===== src/rtl/uart_tx_sched.sv =====
// ---------------------------------------------------------------------------
// uart_tx_sched
//   Transmit-side scheduler for the UART. Two byte requesters (APB write path
//   and RX echo path) are round-robin arbitrated into a small TX FIFO. A
//   sequencer then drives the UART_TX engine one frame at a time: it pops a
//   byte, issues a one-cycle start pulse, waits for done (or a timeout), and
//   then holds off for an inter-frame gap before the next start.
//
// Ports
//   pClk, pReset        : clock, synchronous active-high reset
//   i_enable            : allows new frames to start (FIFO always accepts)
//   i_req0_valid/data   : requester 0 (APB write path) byte offer
//   o_req0_ready        : requester 0 grant (combinational)
//   i_req1_valid/data   : requester 1 (RX echo path) byte offer
//   o_req1_ready        : requester 1 grant (combinational)
//   o_tx_start          : one-cycle start pulse to UART_TX
//   o_tx_data           : byte for UART_TX, stable for the whole frame
//   i_tx_done           : end-of-frame pulse from UART_TX
//   i_clr_timeout       : clears the sticky timeout flag
//   o_level             : FIFO occupancy, 0..DEPTH
//   o_busy              : sequencer not idle or FIFO not empty
//   o_timeout           : sticky flag, a frame was aborted for lack of done
//
// TIMEOUT_CYCLES is expected to be at least 2.
// ---------------------------------------------------------------------------
module uart_tx_sched #(
   parameter int DEPTH          = 8,
   parameter int GAP_CYCLES     = 16,
   parameter int TIMEOUT_CYCLES = 200000
) (
   input  logic                   pClk,
   input  logic                   pReset,
   input  logic                   i_enable,
   input  logic                   i_req0_valid,
   input  logic [7:0]             i_req0_data,
   output logic                   o_req0_ready,
   input  logic                   i_req1_valid,
   input  logic [7:0]             i_req1_data,
   output logic                   o_req1_ready,
   output logic                   o_tx_start,
   output logic [7:0]             o_tx_data,
   input  logic                   i_tx_done,
   input  logic                   i_clr_timeout,
   output logic [$clog2(DEPTH):0] o_level,
   output logic                   o_busy,
   output logic                   o_timeout
);

   localparam int AW = $clog2(DEPTH);
   localparam int LW = AW + 1;
   localparam int TW = $clog2(TIMEOUT_CYCLES + 1);
   localparam int GW = $clog2(GAP_CYCLES + 2);

   typedef enum logic [1:0] {
      IDLE  = 2'd0,
      START = 2'd1,
      WAIT  = 2'd2,
      GAP   = 2'd3
   } state_t;

   state_t          state_r;
   state_t          state_s;

   logic [7:0]      fifo_mem_r [DEPTH];
   logic [AW-1:0]   wr_ptr_r;
   logic [AW-1:0]   rd_ptr_r;
   logic [LW-1:0]   level_r;
   logic [LW-1:0]   level_s;
   logic            prefer1_r;

   logic [7:0]      tx_data_r;
   logic            tx_start_r;
   logic            timeout_r;
   logic            busy_r;
   logic [TW-1:0]   tout_cnt_r;
   logic [TW-1:0]   tout_cnt_s;
   logic [GW-1:0]   gap_cnt_r;
   logic [GW-1:0]   gap_cnt_s;

   logic            full_s;
   logic            empty_s;
   logic            ready0_s;
   logic            ready1_s;
   logic            push0_s;
   logic            push1_s;
   logic            push_s;
   logic [7:0]      push_data_s;
   logic            pop_s;
   logic            timeout_set_s;

   // Arbitration: each ready looks only at the other requester's valid, so a
   // requester's own valid never loops back into its ready.
   always_comb begin
      full_s      = (level_r == LW'(DEPTH));
      empty_s     = (level_r == LW'(0));
      ready0_s    = !full_s && (!i_req1_valid || !prefer1_r);
      ready1_s    = !full_s && (!i_req0_valid ||  prefer1_r);
      push0_s     = i_req0_valid && ready0_s;
      push1_s     = i_req1_valid && ready1_s;
      push_s      = push0_s || push1_s;
      if (push0_s) begin
         push_data_s = i_req0_data;
      end else begin
         push_data_s = i_req1_data;
      end
   end

   // Sequencer next-state, counter updates and pop request.
   always_comb begin
      state_s       = state_r;
      pop_s         = 1'b0;
      timeout_set_s = 1'b0;
      tout_cnt_s    = tout_cnt_r;
      gap_cnt_s     = gap_cnt_r;
      case (state_r)
         IDLE: begin
            if (i_enable && !empty_s) begin
               pop_s   = 1'b1;
               state_s = START;
            end else begin
               state_s = IDLE;
            end
         end
         START: begin
            tout_cnt_s = TW'(0);
            state_s    = WAIT;
         end
         WAIT: begin
            if (i_tx_done) begin
               if (GAP_CYCLES == 0) begin
                  state_s = IDLE;
               end else begin
                  gap_cnt_s = GW'(GAP_CYCLES);
                  state_s   = GAP;
               end
            end else if ((tout_cnt_r + TW'(1)) == TW'(TIMEOUT_CYCLES - 1)) begin
               // Abort lands on the edge where the counter reaches its limit.
               tout_cnt_s    = tout_cnt_r + TW'(1);
               timeout_set_s = 1'b1;
               state_s       = IDLE;
            end else begin
               tout_cnt_s = tout_cnt_r + TW'(1);
            end
         end
         GAP: begin
            if (gap_cnt_r <= GW'(1)) begin
               state_s = IDLE;
            end else begin
               gap_cnt_s = gap_cnt_r - GW'(1);
            end
         end
         default: begin
            state_s = IDLE;
         end
      endcase
   end

   // Next occupancy; push is already blocked when full and pop when empty.
   always_comb begin
      case ({push_s, pop_s})
         2'b10:   level_s = level_r + LW'(1);
         2'b01:   level_s = level_r - LW'(1);
         default: level_s = level_r;
      endcase
   end

   // FIFO storage array (data only, no reset needed).
   always_ff @(posedge pClk) begin
      if (push_s) begin
         fifo_mem_r[wr_ptr_r] <= push_data_s;
      end
   end

   // FIFO pointers, occupancy and round-robin pointer.
   always_ff @(posedge pClk) begin
      if (pReset) begin
         wr_ptr_r  <= AW'(0);
         rd_ptr_r  <= AW'(0);
         level_r   <= LW'(0);
         prefer1_r <= 1'b0;
      end else begin
         level_r <= level_s;
         if (push_s) begin
            wr_ptr_r  <= wr_ptr_r + AW'(1);
            prefer1_r <= push0_s;
         end
         if (pop_s) begin
            rd_ptr_r <= rd_ptr_r + AW'(1);
         end
      end
   end

   // Sequencer state, counters and registered outputs.
   always_ff @(posedge pClk) begin
      if (pReset) begin
         state_r    <= IDLE;
         tout_cnt_r <= TW'(0);
         gap_cnt_r  <= GW'(0);
         tx_data_r  <= 8'h00;
         tx_start_r <= 1'b0;
         timeout_r  <= 1'b0;
         busy_r     <= 1'b0;
      end else begin
         state_r    <= state_s;
         tout_cnt_r <= tout_cnt_s;
         gap_cnt_r  <= gap_cnt_s;
         tx_start_r <= (state_s == START);
         busy_r     <= (state_s != IDLE) || (level_s != LW'(0));
         if (pop_s) begin
            tx_data_r <= fifo_mem_r[rd_ptr_r];
         end
         // Setting the flag wins over a simultaneous clear.
         if (timeout_set_s) begin
            timeout_r <= 1'b1;
         end else if (i_clr_timeout) begin
            timeout_r <= 1'b0;
         end
      end
   end

   assign o_req0_ready = ready0_s;
   assign o_req1_ready = ready1_s;
   assign o_tx_start   = tx_start_r;
   assign o_tx_data    = tx_data_r;
   assign o_level      = level_r;
   assign o_busy       = busy_r;
   assign o_timeout    = timeout_r;

endmodule


===== config.mk =====
export PLATFORM = sky130hd
export DESIGN_NAME = uart_tx_sched
export DESIGN_NICKNAME = d
export VERILOG_FILES = /design/src/rtl/uart_tx_sched.sv
export SDC_FILE = /design/constraint.sdc
export NUM_CORES = 1
export LEC_CHECK = 0
export ABC_CLOCK_PERIOD_IN_PS = 4000
export CAP_MARGIN = 20
export CORE_ASPECT_RATIO = 1.1
export CORE_MARGIN = 4
export CORE_UTILIZATION = 38
export DETAILED_ROUTE_END_ITERATION = 7
export PLACE_DENSITY = 0.66
export SLEW_MARGIN = 10
export SYNTH_ARGS = -nofsm -noshare
export SYNTH_HDL_FRONTEND = slang
export SYNTH_SLANG_ARGS = --single-unit

===== constraint.sdc =====
create_clock -name pClk -period 4 [get_ports pClk]
set_input_delay 1 -clock pClk [delete_from_list [all_inputs] [get_ports pClk]]
set_output_delay 1 -clock pClk [all_outputs]
set_load 0.02 [all_outputs]

After elaboration in Yosys (flattened, before gate mapping)

Memories as Yosys holds them, arrays and structs flattened. A register that Yosys moved wholly into a read port is not among the register bits.
Cells that the tools add are included.

Magnitude comparators: 1
Multiplexer cells: 21
$add $sub $neg: 6
Equal/unequal tests: 11
Reduce and logical (&&, ||, !) cells: 23

Operators by type and width:

| operator              | number |
|---|---|
| $pmux 18 s2           | 1 |
| $add 18x1->18 const B | 1 |
| $eq 18x18->1 const B  | 1 |
| $mux 18               | 1 |
| $mux 1                | 10 |
| $mux 5                | 2 |
| $pmux 5 s2            | 1 |
| $mux 8                | 1 |
| $pmux 2 s4            | 1 |
| $pmux 4 s2            | 1 |
| $reduce_bool 2->1     | 4 |
| $add 3x1->3 const B   | 2 |
| $eq 2x1->1 const B    | 3 |
| $eq 2x2->1 const B    | 3 |
| $mux 2                | 3 |
| $ne 2x2->1 const B    | 3 |
| $le 5x1->1 const B    | 1 |
| $logic_and 1x1->1     | 5 |
| $logic_not 1->1       | 5 |
| $sub 5x1->5 const B   | 1 |
| $add 4x1->4 const B   | 1 |
| $eq 4x4->1 const B    | 1 |
| $logic_not 4->1       | 1 |
| $logic_or 1x1->1      | 4 |
| 5 further kinds       | 5 |

Output and inout bits: 17
Memories kept: 1
RAM bits: 64
Register bits after elaboration: 39
Input bits: 23
Word-level logic and storage cells: 73

Memories:

| name       | words | bits a word | rd ports | clocked after memory_dff | wr ports | RTL line | source |
|---|---|---|---|---|---|---|---|
| fifo_mem_r | 8     | 8           | 1        | 1                        | 1        | 64       | `logic [7:0] fifo_mem_r [DEPTH];` |

Longest topological paths before layout

Word-level depth: 9
Mapped depth: 12
Depth with buffers taken out: 12

Least setup slack after synthesis

Ideal clock, no wire load.

Kind: input to register
Start point: in i_enable
End point: reg busy_r, in the netlist o_busy
Cell stages on the path: 10
Slack: 0.803 ns
Library setup time: 0.135 ns
Arrival: 3.062 ns
Required time: 3.865 ns
Buffers on the path: 1
Cells stage by stage: nor4b_1 -> clkbuf_1 -> ha_1 -> ha_1 -> a21oi_1 -> a211oi_1 -> a31oi_1 -> xor2_1 -> a21o_1 -> nand3_1

Cells in the longest elaborated chain, start to end: 7
Elaborated cells between the ends (all ways): 11
Those cells by class: eq/ne (2); mux (5); reduce/logical (4)

Ends and longest elaborated chain:

| element                                  | RTL line | source |
|---|---|---|
| start, declared                          | 33       | `input logic i_enable,` |
| $logic_and 1x1->1 (*)                    | 117      | `if (i_enable && !empty_s) begin` |
| $mux 1 (*)                               | 117      |  |
| $mux 1 (*)                               | 115      | `case (state_r)` |
| named net pop_s                          | 88       | `logic pop_s;` |
| $eq 2x1->1 or $eq 2x2->1 (tied branches) | 160      | `case ({push_s, pop_s})` |
| $pmux 4 s2 (*)                           | 160      |  |
| $reduce_bool 4->1 (*)                    | 208      | `busy_r <= (state_s != IDLE) \|\| (level_s != LW'(0));` |
| $logic_or 1x1->1 (*)                     | 208      |  |
| end signal, assigned                     | 208      |  |
| end, declared                            | 74       | `logic busy_r;` |

Mark *: on every way through the listed nets, which the timed path passes. The rest lies on a longest branch.
A chain may end at the register's enable or synchronous reset.

Worst setup path in the final report

Start point: in i_req1_valid
End point: out o_req0_ready

Cells in the longest elaborated chain, start to end: 3

Ends and longest elaborated chain:

| element           | RTL line | source |
|---|---|---|
| start, declared   | 37       | `input logic i_req1_valid,` |
| $logic_not 1->1   | 96       | `ready0_s = !full_s && (!i_req1_valid \|\| !prefer1_r);` |
| $logic_or 1x1->1  | 96       |  |
| $logic_and 1x1->1 | 96       |  |
| end, declared     | 36       | `output logic o_req0_ready,` |

No other way between the ends.

==> results.yml <==
place:
  dpl_cell_area_um2: 5590
  dp_slack_ns: 0.407
  gp_congestion: 0.829
  io_buffers: 39
  hpwlAfterDp_mm: 6.94
floorplanning:
  fp.coreArea_um2: 12800
  fp-row-count: 43
  die_height_um: 129
  initial_utilization_pct: 39.5
  dieArea_um2: 15200
  pin_count: 40
  dieWidth_um: 118
timing:
  fin_skew_ns: 0.00657
  hold_viol: 0
  fin_crit_sh_pct: 81.5
  fmax_ghz: 0.307
  holdWs_ns: 0.472
  max_slew_margin_pct: 41.5
  worst_slew_pin_slew_ns: 0.874
  final-setup-viol-count: 0
  rsz0062_at_grt: "false"
  fin_tns_setup_ns: 0
  finalCriticalPeriod_ns: 3.26
  setup_slack_ns: 0.741
  maxSlewViolCount: 0
grt:
  grt_start_max_net_pins: 22
  gr-usage-all-layers_pct: 13.4
  grt_pass1_vias: 3355
  antenna_found_initial: 0
  grt_pass1_wl_mm: 16.4
  grt_overflow: 0
cts:
  cts_buffers: 9
  cts_tree: "yes"
  cts-hold-fix-buffers: 0
  cts_resized: 0
  clk_pin_slew_worst_paths_ns: 0.07
  cts.sinks: 111
  post_cts_buffers: 0
  clkLatencyLatePin_ns: 0.34
  cts-root-buf: "clkbuf_16"
  htree_levels: 3
  cts_buffer_depth: 2
worst_setup_path:
  required_ns: 3.00
  startpoint_type: "input port"
  cp_cell_sequence: "clkdlybuf4s50_1, a21oi_1, clkdlybuf4s50_1"
  critPathKind: "in -> out"
  critPathSlowestCell: "clkdlybuf4s50_1"
  slowest_delay_ns: 0.63
  endpoint_kind: "output pin"
  path_common_cell: "clkdlybuf4s50_1"
  crit_fanout: 2
  cp.arrival_ns: 2.26
logic_synthesis:
  synth_cells: 424
  syn_nets: 457
  ys_async_sr_fraction_pct: 0
  syn_area_um2: 5060
  yosysMostFrequentCell: "edfxtp_1"
  synth_top_area_share_pct: 38.0
  ys_warn_count: 0
  synth.distinct_cells: 51
  yosysTopAreaCell: "edfxtp_1"
  synth-seq-cells: 111
  synth_edf_count: 64
  ys_seq_area_share_pct: 56.6
  ys.flop_type: "edfxtp_1"
  ys_top_cells_by_area: "edfxtp_1 38%, dfxtp_1 19%, mux4_2 7.1%"
  syn-mean-instance-area_um2: 11.9
  synth_common_cells: "64 x edfxtp_1, 61 x nor2_1, 47 x dfxtp_1"
pwr:
  leakage_nw: 1.93
  p_per_area_nw_per_um2: 570
  finalPower_mw: 3.35
  max-vdd-ir-drop_v: 0.000278
drt:
  drc: 0
  num_vias: 3297
  wl_mm: 9.73
  firstDrtPassIters: 6
  drt_iter0_drc: 255
  drt-vias-per-instance: 5.34
  drtAntennaViolNets: 0
  wl_per_cell_um: 15.8
cells_and_area:
  fin_nets: 488
  num_antenna_cells: 0
  syn_to_final_growth_pct: 16.2
  stdcell_area_um2: 5880
  final_layout_size_suffix_gt1_share_pct: 12.4
run_status:
  status: "finished, final reports clean"
hold_path:
  hold_class: "reg -> reg"
job:
  maxCapViolCount: 0
[stage by stage]
stage / utilization (%) / std cells
final: 45.9 / 617
after global routing: 45.9 / 617
after CTS: 45.9 / 617
after detailed placement: 43.6 / 601
after global placement: 43.6 / 601
after floorplan: - / 424
[worst max-delay path, delay by kind of cell]
kind,cells,cell delay [ns]
buffers and inverters,2,1.06
AOI/OAI and AO/OA,1,0.20
[flip-flops by register name, summed over array words and instances (netlist names), 2 cells and up]
name / cells
wr_ptr_r: 3
state_r: 2
fifo_mem_r: 64
gap_cnt_r: 5
o_level: 4
tout_cnt_r: 18
o_tx_data: 8
rd_ptr_r: 3
[layout by cell type (no fill, tap or decap), drive strengths merged, types with 8 or more instances in the layout]
cell / synthesis / routed
clkbuf: 15 / 12
mux2: 8 / 8
o21ai: 14 / 14
a21oi: 26 / 26
inv: 10 / 13
mux2i: 10 / 10
ha: 9 / 9
a211oi: 12 / 12
nand2: 26 / 26
nor2: 61 / 61
clkdlybuf4s50: 0 / 39
dfxtp: 47 / 47
nor3: 11 / 11
edfxtp: 64 / 64
nand3: 9 / 9
mux4: 16 / 16
[worst paths after layout]
check,start,end,slack (ns),depth (start not counted)
worst max-delay path,i_req1_valid,o_req0_ready,0.74,3
worst min-delay path,prefer1_r,prefer1_r,0.47,2
worst max register to register,o_level[0],o_busy,1.21,12
worst min register to register,prefer1_r,prefer1_r,0.47,2
[layer usage]
layer | track usage (%) | vias up | part of all wire, % | wire length [um]
met1 | 15.3 | 1586 | 42 | 4130
met4 | 3.79 | 0 | 1.3 | 129
met2 | 24.7 | 62 | 52 | 5110
li1 | - | 1638 | - | -
met3 | 3.96 | 11 | 3.8 | 366
met5 | 0 | - | 0 | 0
[power breakdown]
part / internal (mW) / total (mW) / switching (mW) / leakage (nW)
combinational: 0.466 / 1.01 / 0.542 / 0.824
sequential: 1.37 / 1.48 / 0.108 / 0.967
clock: 0.464 / 0.860 / 0.396 / 0.142
[layout make-up]
| type | count | area, um2 |
|---|---|---|
| sequential | 111 | 2860 |
| tap | 157 | 196 |
| fill | 1161 | 6930 |
| inverter | 10 | 37.5 |
| timing repair buffer | 46 | 443 |
| clock buffer | 12 | 256 |
| clock inverter | 4 | 33.8 |
| multi-input combinational | 277 | 2050 |
[cell families (layout without fill, tap and decap cells)]
family / Yosys count / after routing / share of synthesized area [%]
adder cells (fa/ha/maj): 10 / 10 / 2.62
AND/OR/NAND/NOR: 143 / 143 / 14.7
multiplexers: 34 / 34 / 10.9
flip-flops: 111 / 111 / 56.6
XOR/XNOR: 14 / 14 / 2.42
AO/OA/AOI/OAI: 76 / 76 / 9.70
buffers and inverters: 36 / 72 / 3.04
Note: power is estimated with default switching activity, not from simulation.
